### src/rtl/memory_stage_sram_controller_pkg.sv
// Shared definitions for the MEM-stage SRAM controller: FSM state encoding,
// default SRAM base address and the byte-to-word address conversion.
package memory_stage_sram_controller_pkg;

  typedef enum logic [1:0] {
    IDLE   = 2'd0,
    ACCESS = 2'd1,
    DONE   = 2'd2
  } state_e;

  localparam logic [31:0] DEFAULT_BASE_ADDRESS = 32'd1024;
  localparam int unsigned WORD_SHIFT           = 2;
  localparam int unsigned DATA_WIDTH           = 32;

  // Byte address relative to base, converted to a word index (wraps mod 2^32).
  function automatic logic [31:0] word_address(input logic [31:0] byte_addr,
                                               input logic [31:0] base_addr);
    logic [31:0] w_offset;
    w_offset = byte_addr - base_addr;
    return w_offset >> WORD_SHIFT;
  endfunction

endpackage

### src/rtl/memory_stage_sram_controller_if.sv
// Bus between the pipeline/SRAM environment and the MEM-stage SRAM controller.
//   Pipeline side : memoryReadEnabled, memoryWriteEnabled, address, writeData -> ctrl
//                   stall, readData                                           <- ctrl
//   SRAM side     : sramReadData                                              -> ctrl
//                   sramAddress, sramWriteData, sramWriteEnableN              <- ctrl
// master = environment (pipeline + SRAM), slave = controller.
interface memory_stage_sram_controller_if #(
  parameter int unsigned ADDR_WIDTH = 16
);
  import memory_stage_sram_controller_pkg::*;

  logic                  memoryReadEnabled;
  logic                  memoryWriteEnabled;
  logic [DATA_WIDTH-1:0] address;
  logic [DATA_WIDTH-1:0] writeData;
  logic                  stall;
  logic [DATA_WIDTH-1:0] readData;
  logic [ADDR_WIDTH-1:0] sramAddress;
  logic [DATA_WIDTH-1:0] sramWriteData;
  logic [DATA_WIDTH-1:0] sramReadData;
  logic                  sramWriteEnableN;

  modport master (
    output memoryReadEnabled, memoryWriteEnabled, address, writeData, sramReadData,
    input  stall, readData, sramAddress, sramWriteData, sramWriteEnableN
  );

  modport slave (
    input  memoryReadEnabled, memoryWriteEnabled, address, writeData, sramReadData,
    output stall, readData, sramAddress, sramWriteData, sramWriteEnableN
  );

endinterface

### src/rtl/memory_stage_sram_controller_sram_wait_counter.sv
// Wait-state counter for fixed-latency SRAM accesses.
// Counts while enabled, wraps to 0 after the terminal count WAIT_CYCLES-1.
//   clk, rst       : clock, synchronous active-high reset
//   i_clear        : synchronous clear (priority over enable)
//   i_enable       : count enable
//   o_terminal_c   : combinational flag, count == WAIT_CYCLES-1
module sram_wait_counter #(
  parameter int unsigned WAIT_CYCLES = 4
) (
  input  logic clk,
  input  logic rst,
  input  logic i_clear,
  input  logic i_enable,
  output logic o_terminal_c
);

  localparam int unsigned CNT_W = (WAIT_CYCLES < 2) ? 1 : $clog2(WAIT_CYCLES);

  logic [CNT_W-1:0] r_count;

  // Up-counter; wrapping at terminal keeps it reusable for back-to-back bursts.
  always_ff @(posedge clk) begin
    if (rst || i_clear) begin
      r_count <= '0;
    end else if (i_enable) begin
      r_count <= o_terminal_c ? '0 : r_count + CNT_W'(1);
    end
  end

  assign o_terminal_c = (r_count == CNT_W'(WAIT_CYCLES - 1));

endmodule

### src/rtl/memory_stage_sram_controller.sv
// MEM-stage SRAM controller: converts load/store requests from the EX/MEM
// register into a WAIT_CYCLES-long access on a 32-bit SRAM, freezing the
// pipeline with stall until the access completes.
//   clk, rst : clock, synchronous active-high reset
//   bus      : slave side of memory_stage_sram_controller_if
//              (requests/stall/readData toward the pipeline, SRAM pins)
module memory_stage_sram_controller
  import memory_stage_sram_controller_pkg::*;
#(
  parameter int unsigned WAIT_CYCLES  = 4,
  parameter int unsigned ADDR_WIDTH   = 16,
  parameter logic [31:0] BASE_ADDRESS = DEFAULT_BASE_ADDRESS
) (
  input logic                            clk,
  input logic                            rst,
  memory_stage_sram_controller_if.slave  bus
);

  state_e                r_state;
  state_e                w_next_state;
  logic                  w_req;
  logic                  w_accept;
  logic                  w_finish;
  logic                  w_terminal;
  logic                  w_stall;

  logic [ADDR_WIDTH-1:0] r_sram_addr;
  logic [DATA_WIDTH-1:0] r_sram_wdata;
  logic                  r_is_write;
  logic                  r_we_n;
  logic [DATA_WIDTH-1:0] r_read_data;

  assign w_req = bus.memoryReadEnabled | bus.memoryWriteEnabled;

  // Wait-state counter runs only in ACCESS and sits at zero otherwise.
  sram_wait_counter #(
    .WAIT_CYCLES (WAIT_CYCLES)
  ) u_wait_counter (
    .clk          (clk),
    .rst          (rst),
    .i_clear      (r_state != ACCESS),
    .i_enable     (r_state == ACCESS),
    .o_terminal_c (w_terminal)
  );

  // State register.
  always_ff @(posedge clk) begin
    if (rst) begin
      r_state <= IDLE;
    end else begin
      r_state <= w_next_state;
    end
  end

  // Next-state and control decode. DONE ignores the still-held request.
  always_comb begin
    w_next_state = r_state;
    w_accept     = 1'b0;
    w_finish     = 1'b0;
    w_stall      = 1'b0;
    unique case (r_state)
      IDLE: begin
        if (w_req) begin
          w_accept     = 1'b1;
          w_stall      = 1'b1;
          w_next_state = ACCESS;
        end
      end
      ACCESS: begin
        w_stall = 1'b1;
        if (w_terminal) begin
          w_finish     = 1'b1;
          w_next_state = DONE;
        end
      end
      DONE:    w_next_state = IDLE;
      default: w_next_state = IDLE;
    endcase
  end

  // Output/datapath registers: latched on accept, write strobe spans ACCESS only.
  always_ff @(posedge clk) begin
    if (rst) begin
      r_sram_addr  <= '0;
      r_sram_wdata <= '0;
      r_is_write   <= 1'b0;
      r_we_n       <= 1'b1;
      r_read_data  <= '0;
    end else begin
      if (w_accept) begin
        r_sram_addr  <= ADDR_WIDTH'(word_address(bus.address, BASE_ADDRESS));
        r_sram_wdata <= bus.writeData;
        r_is_write   <= bus.memoryWriteEnabled;
        r_we_n       <= ~bus.memoryWriteEnabled;
      end
      if (w_finish) begin
        r_we_n <= 1'b1;
        if (!r_is_write) begin
          r_read_data <= bus.sramReadData;
        end
      end
    end
  end

  assign bus.stall            = w_stall;
  assign bus.readData         = r_read_data;
  assign bus.sramAddress      = r_sram_addr;
  assign bus.sramWriteData    = r_sram_wdata;
  assign bus.sramWriteEnableN = r_we_n;

endmodule
### src/flat_wrapper.sv
// flat-port wrapper written by rule: the top's interface ports become plain ports
module memory_stage_sram_controller_flat import memory_stage_sram_controller_pkg::*;
#(
  parameter int unsigned WAIT_CYCLES  = 4,
  parameter int unsigned ADDR_WIDTH   = 16,
  parameter logic [31:0] BASE_ADDRESS = DEFAULT_BASE_ADDRESS
)
  (clk, rst, bus_memoryReadEnabled, bus_memoryWriteEnabled, bus_address, bus_writeData, bus_sramReadData, bus_stall, bus_readData, bus_sramAddress, bus_sramWriteData, bus_sramWriteEnableN);
  memory_stage_sram_controller_if #(.ADDR_WIDTH(ADDR_WIDTH)) bus_i ();
  input logic clk;
  input logic rst;
  input wire logic [$bits(bus_i.memoryReadEnabled)-1:0] bus_memoryReadEnabled;
  input wire logic [$bits(bus_i.memoryWriteEnabled)-1:0] bus_memoryWriteEnabled;
  input wire logic [$bits(bus_i.address)-1:0] bus_address;
  input wire logic [$bits(bus_i.writeData)-1:0] bus_writeData;
  input wire logic [$bits(bus_i.sramReadData)-1:0] bus_sramReadData;
  output wire logic [$bits(bus_i.stall)-1:0] bus_stall;
  output wire logic [$bits(bus_i.readData)-1:0] bus_readData;
  output wire logic [$bits(bus_i.sramAddress)-1:0] bus_sramAddress;
  output wire logic [$bits(bus_i.sramWriteData)-1:0] bus_sramWriteData;
  output wire logic [$bits(bus_i.sramWriteEnableN)-1:0] bus_sramWriteEnableN;
  assign bus_i.memoryReadEnabled = bus_memoryReadEnabled;
  assign bus_i.memoryWriteEnabled = bus_memoryWriteEnabled;
  assign bus_i.address = bus_address;
  assign bus_i.writeData = bus_writeData;
  assign bus_i.sramReadData = bus_sramReadData;
  assign bus_stall = bus_i.stall;
  assign bus_readData = bus_i.readData;
  assign bus_sramAddress = bus_i.sramAddress;
  assign bus_sramWriteData = bus_i.sramWriteData;
  assign bus_sramWriteEnableN = bus_i.sramWriteEnableN;
  memory_stage_sram_controller #(.WAIT_CYCLES(WAIT_CYCLES), .ADDR_WIDTH(ADDR_WIDTH), .BASE_ADDRESS(BASE_ADDRESS)) u_core (.clk(clk), .rst(rst), .bus(bus_i));
endmodule
### config.mk
export PLATFORM = sky130hd
export DESIGN_NAME = memory_stage_sram_controller_flat
export DESIGN_NICKNAME = d
export VERILOG_FILES = /design/src/rtl/memory_stage_sram_controller_pkg.sv /design/src/rtl/memory_stage_sram_controller_if.sv /design/src/rtl/memory_stage_sram_controller_sram_wait_counter.sv /design/src/rtl/memory_stage_sram_controller.sv /design/src/flat_wrapper.sv
export SDC_FILE = /design/constraint.sdc
export NUM_CORES = 1
export LEC_CHECK = 0
export ABC_AREA = 1
export BUFFER_PORTS_ARGS = -buffer_cell sky130_fd_sc_hd__clkbuf_2
export CORE_UTILIZATION = 44
export DETAILED_ROUTE_END_ITERATION = 10
export HOLD_SLACK_MARGIN = 0.1
export MAX_ROUTING_LAYER = met4
export PLACE_DENSITY = 0.8
export REMOVE_ABC_BUFFERS = 1
export SYNTH_ARGS = -nofsm -noshare
export SYNTH_HDL_FRONTEND = slang
export SYNTH_HIERARCHICAL = 1
export SYNTH_SLANG_ARGS = --single-unit
### constraint.sdc
create_clock -name clk -period 1.6 [get_ports clk]
set_input_delay 0.24 -clock clk [delete_from_list [all_inputs] [get_ports clk]]
set_output_delay 0.24 -clock clk [all_outputs]
set_load 0.05 [all_outputs]
==> out/results.tsv, run 1 <==
metric	value	unit
cp-start-kind	register	
die_area	7620	um2
ys_types	22	
dr.pass1.iters	5	
clk_latency	340	ps
grt.total_usage	0.215	
ioPinCount	182	
total_power	4760	uW
routedWlPerCell	11.9	um
drcViolationCount	0	
hold_path.class	in -> reg	
yosys.area.top_type	dfxtp_1	
syn_inst	416	
maxSlewViolCount	0	
r2r_setup_slack	160	ps
r2r_end	u_core/bus.readData[5]	
cts_buffer_depth	2	
antenna_found_initial	0	
portBuffers	165	
vias	3249	
cts_tree	built	
preCtsSetupSlack	140	ps
reg2reg_depth	6	
final_antenna_net_count	0	
grt_pass1_wl	12400	um
drive_gt1_frac	0.341	
grt_use_met3	0.0616	
grt-busiest-layer	met2	
syn-cell-area	3200	um2
fin_ws	92.7	ps
ys_top_cells_by_area	dfxtp_1 (54%), nor2_1 (19%), o21ai_0 (11%), nand2_1 (2.3%), buf_6 (2.1%)	
final.min_clock_period	1510	ps
grt-ovfl-total	0	
globalRouteMet2Util	0.371	
start_util	0.464	
crit_path_end_kind	output pin	
slew-limit-headroom	0.645	
vdd_drop_max	430	uV
path_clk_slew	80	ps
synthArstFlopShare	0	
gp_congestion	0.813	
use_met1	0.231	
ys_ff_latch	86	
synth_top_cell_area_share	0.538	
diodes	0	
drtIter0Drc	135	
yosysSeqAreaShare	0.538	
cts_buffers	9	
cts_sinks	86	
syn_to_final_growth	33.4	%
r2r-start	u_core/u_wait_counter/r_count[0]	
total_leakage_power	0.00226	uW
die_y	87.3	um
skew	9.66	ps
path_class	reg -> out	
synth_edf_count	0	
hold-path-endpoint	u_core/bus.readData[19]	
rows	30	
drv_cap	0	
core	6910	um2
drt_wl_total	8050	um
p_per_area	1110	nW/um2
die_w	87.3	um
min_path_cells	3	
root_buffer	clkbuf_8	
ys_warn_count	6	
crit_required	1360	ps
fin_crit_sh	0.942	
via_per_inst	4.80	
post-synth-top-count-cell	nor2_1	
status	completed	
n_fill_cell	661	
path_max_fanout	3	
setup_viol	0	
cp_slowest_stage_delay	360	ps
fmaxAchievable	0.663	GHz
tightestPinTransition	532	ps
final_hold_viol_count	0	
dp_hpwl	5680	um
grt_setup_unrepaired	no	
synth.avg_cell_area	7.70	um2
crit_path_top_delay_cell	dfxtp_2	
netlist_top_cells_count	nor2_1 (161), dfxtp_1 (86), o21ai_0 (68)	
cts_max_level	3	
cp_data_arrival_time	1270	ps
synth_ff_type	dfxtp_1	
grt_pass1_vias	2914	
layout.nets	680	
cp_cell_sequence	inv_2 -> nor2_4 -> inv_1 -> nand2_1 -> clkbuf_8	
min-delay-start	bus_sramReadData[19]	
grt_max_degree	41	
report_power, final:
part	internal (uW)	switching, uW
sequential	2270	65.7
combinational	274	731
clock	696	722
total	3240	1520
cells by family (layout without fill, tap and decap cells):
| group | Yosys count | after routing | share of synthesized area |
|---|---|---|---|
| AOI/OAI and AO/OA | 89 | 89 | 0.140 |
| and+or+nand+nor | 196 | 196 | 0.246 |
| adders and majority gates | 2 | 2 | 0.00781 |
| DFF | 86 | 86 | 0.537 |
| buffers and inverters | 43 | 208 | 0.0691 |
layer usage:
metal | vias up | wire length (um)
met5 | - | 0
met4 | 0 | 156
met3 | 15 | 775
met2 | 156 | 3770
met1 | 1435 | 3350
li1 | 1643 | -
sequential cells by signal, indices dropped and copies added, names as in the netlist:
signal,count
u_core/r_is_write,1
u_core/bus.sramWriteEnableN,1
u_core/bus.sramAddress,16
u_core/bus.sramWriteData,32
u_core/r_state,2
u_core/u_wait_counter/r_count,2
u_core/bus.readData,32
placed cells by master, fill, tap and decap left out, drive strengths merged, types with 2 or more instances in the layout:
cell type	instances
nand2	21
buf	9
clkbuf	174
nand3	7
a21oi	8
nor2	165
ha	2
o21ai	80
inv	19
dfxtp	86
clkinv	3
through the flow:
| step | util | instances | cell area [um2] | hold WS, ps | setup TNS, ps |
|---|---|---|---|---|---|
| after CTS | 0.618 | 677 | 4270 | 101 | 0 |
| after global placement | 0.587 | 660 | 4060 | 455 | 0 |
| after detailed placement | 0.587 | 660 | 4060 | 464 | 0 |
| final | 0.618 | 677 | 4270 | 119 | 0 |
| after global routing | 0.618 | 677 | 4270 | 108 | 0 |
| after floorplan | - | 392 | 3050 | 312 | -9940 |
final cells by class:
| type | count | area, um2 | area share |
|---|---|---|---|
| timing repair buffer | 175 | 916 | 0.214 |
| clock buffer | 9 | 124 | 0.0290 |
| inverter | 19 | 71.3 | 0.0167 |
| multi-input combinational | 287 | 1260 | 0.296 |
| sequential | 86 | 1720 | 0.403 |
| clock inverter | 5 | 52.6 | 0.0123 |
| tap | 96 | 120 | 0.0281 |
worst max-delay path: cells and delay by family, from the launching register on:
kind                   cells  cell delay, ps
buffers and inverters      3             330
DFF                        1             360
and+or+nand+nor            2             230
what timing repair did:
| action | CTS | global route |
|---|---|---|
| hold buffers | 1 | 0 |
| pin swaps | 1 | 0 |
| gates resized for setup | 2 | 2 |
| endpoints found under the hold margin | 1 | 0 |
| setup buffers | 2 | 0 |
| setup endpoints to repair | 1 | 15 |
worst max path at each step:
stage	startpoint	endpoint	cells past startpoint
CTS	u_core/r_state[0]	bus_stall	5
global route	u_core/r_state[0]	bus_stall	5
floorplan	u_core/r_state[1]	u_core/bus.sramAddress[11]	6
global placement	u_core/u_wait_counter/r_count[0]	u_core/bus.readData[27]	6
detailed placement	u_core/r_state[0]	u_core/bus.readData[0]	7
finish	u_core/r_state[0]	bus_stall	5
Power figures use the tool's default switching activity.
==> run 2, diff against run 1 <==
- CORE_ASPECT_RATIO: unset -> 0.6
- CORE_MARGIN: unset -> 2
- PLACE_DENSITY: 0.8 -> unset
- PLACE_DENSITY_LB_ADDON: unset -> 0.05
==> run 2 against run 1 <==
  * Power grew 17%
  * Critical path depth is the same
  * Critical endpoint unchanged
  * Largest cell class unchanged
  * Fmax shrank 1.9%
  * Via count shrank 2.9%
  * Worst hold slack gained 8.4 ps
  * Global-route usage shrank 0.53 points
  * Clock skew shrank 4.2 ps
  * Wire length shrank 0.82%
  * Combinational power is essentially flat
  * Clock-buffer cell count grew 2
  * Flip-flop and latch count is the same
  * Critical path type unchanged
==> out/results.tsv, run 2 (synthesized netlist as in run 1, its figures left out) <==
metric	value	unit	change
dr.pass1.iters	5		unchanged
slew-limit-headroom	0.640		-0.00462
final.min_clock_period	1540	ps	+29.4 ps
diodes	0		unchanged
hold_buffers	0		-1
crit_path_end_kind	output pin		
total_leakage_power	0.00234	uW	+3.4%
post_cts_buffers	0		-2
grt-ovfl-total	0		unchanged
vias	3156		-2.9%
cts_sinks	86		unchanged
die_y	70.1	um	-20%
final_antenna_net_count	0		unchanged
path_max_fanout	6		+3
reg2reg_depth	6		unchanged
min-delay-start	bus_address[10]		
final_common_cell	clkbuf_2		
cts_max_level	3		unchanged
maxSlewViolCount	0		unchanged
dp_hpwl	5740	um	+1.1%
drt_wl_total	7990	um	-0.82%
fin_cells	672		-0.74%
grt_max_degree	37		-9.8%
gp_congestion	0.826		+1.6%
fin_util	0.623		+0.00407
antenna_found_initial	0		unchanged
hold-path-endpoint	u_core/bus.sramAddress[8]		
grt_setup_unrepaired	no		
min_path_cells	2		-1
routedWlPerCell	11.9	um	about the same
fin_tns_setup	0	ps	unchanged
drv_cap	0		unchanged
hold_path.class	in -> reg		
crit_required	1360	ps	about the same
tightestPinTransition	539	ps	+6.93 ps
fin_crit_sh	0.960		+0.0184
cts_resized	2		unchanged
n_fill_cell	658		-0.45%
ioPinCount	182		unchanged
fmaxAchievable	0.651	GHz	-1.9%
layout.nets	678		-0.29%
cts_buffer_depth	2		unchanged
drtIter0Drc	242		+79%
drcViolationCount	0		unchanged
layout_common_cells	clkbuf_2 (164), nor2_1 (161), dfxtp_1 (85)		
cp-start-kind	register		
die_area	8000	um2	+4.9%
syn_to_final_growth	38.9	%	
start_util	0.448		-0.0156
status	completed		
r2r_end	u_core/bus.readData[22]		
cts_buffers	9		unchanged
vdd_drop_max	774	uV	+80%
skew	5.48	ps	-4.18 ps
via_per_inst	4.70		-2.1%
placedCellCount	656		-0.61%
die_w	114	um	+31%
grt.total_usage	0.209		-0.00529
cts_tree	built		
core	7150	um2	+3.5%
cp_data_arrival_time	1300	ps	+30 ps
grt_pass1_wl	13000	um	+4.9%
final_hold_viol_count	0		unchanged
p_per_area	1250	nW/um2	+12%
r2r-start	u_core/u_wait_counter/r_count[0]		
r2r_setup_slack	130	ps	-30 ps
grt_pass1_vias	2926		+0.41%
root_buffer	clkbuf_16		
clk_latency	330	ps	about the same
path_clk_slew	60	ps	-20 ps
total_power	5550	uW	+17%
path_class	reg -> out		
rows	24		-20%
portBuffers	165		unchanged
drive_gt1_frac	0.339		-0.00172
setup_viol	0		unchanged
## run 2: routing by layer
| metal | vias to the layer above | track usage | part of all wire |
|---|---|---|---|
| li1 | 1644 | - | - |
| met1 | 1392 | 0.249 | 0.46 |
| met5 | - | - | 0 |
| met3 | 4 | 0.0859 | 0.092 |
| met4 | 0 | 0.0569 | 0.0053 |
| met2 | 116 | 0.331 | 0.45 |
## run 2: worst max path at each step
stage,from,depth (start not counted),to
detailed placement,u_core/r_state[0],7,u_core/bus.readData[22]
floorplan,u_core/r_state[1],6,u_core/bus.sramAddress[11]
global placement,u_core/r_state[0],7,u_core/bus.readData[22]
global route,u_core/u_wait_counter/r_count[0],6,u_core/bus.readData[1]
finish,u_core/r_state[0],5,bus_stall
CTS,u_core/r_state[0],5,bus_stall
## run 2: cell type report
| type | instances | area [um2] | area share |
|---|---|---|---|
| Clock buffer | 11 | 233 | 0.0523 |
| Inverter | 19 | 71.3 | 0.0160 |
| Multi-Input combinational cell | 287 | 1260 | 0.284 |
| Clock inverter | 5 | 82.6 | 0.0186 |
| Timing Repair Buffer | 173 | 961 | 0.216 |
| Sequential cell | 86 | 1720 | 0.387 |
| Tap cell | 91 | 114 | 0.0256 |
## run 2: power breakdown
part           switching (uW)  internal [uW]
combinational             736            294
sequential               67.5           2270
clock                     807           1370
## run 2: critical path, stage by stage, from the launching register on
cell and delay [ps]:
dfxtp_2 360, inv_2 60, nor2_4 160, inv_1 110
nand2_1 100, clkbuf_8 180
## run 2: stage by stage
step	hold WS (ps)	setup slack (ps)	instance area (um2)
after floorplan	312	-314	3050
after global placement	459	181	4120
after detailed placement	466	130	4120
after CTS	115	11.7	4440
after global routing	123	6.73	4450
final	127	63.3	4450
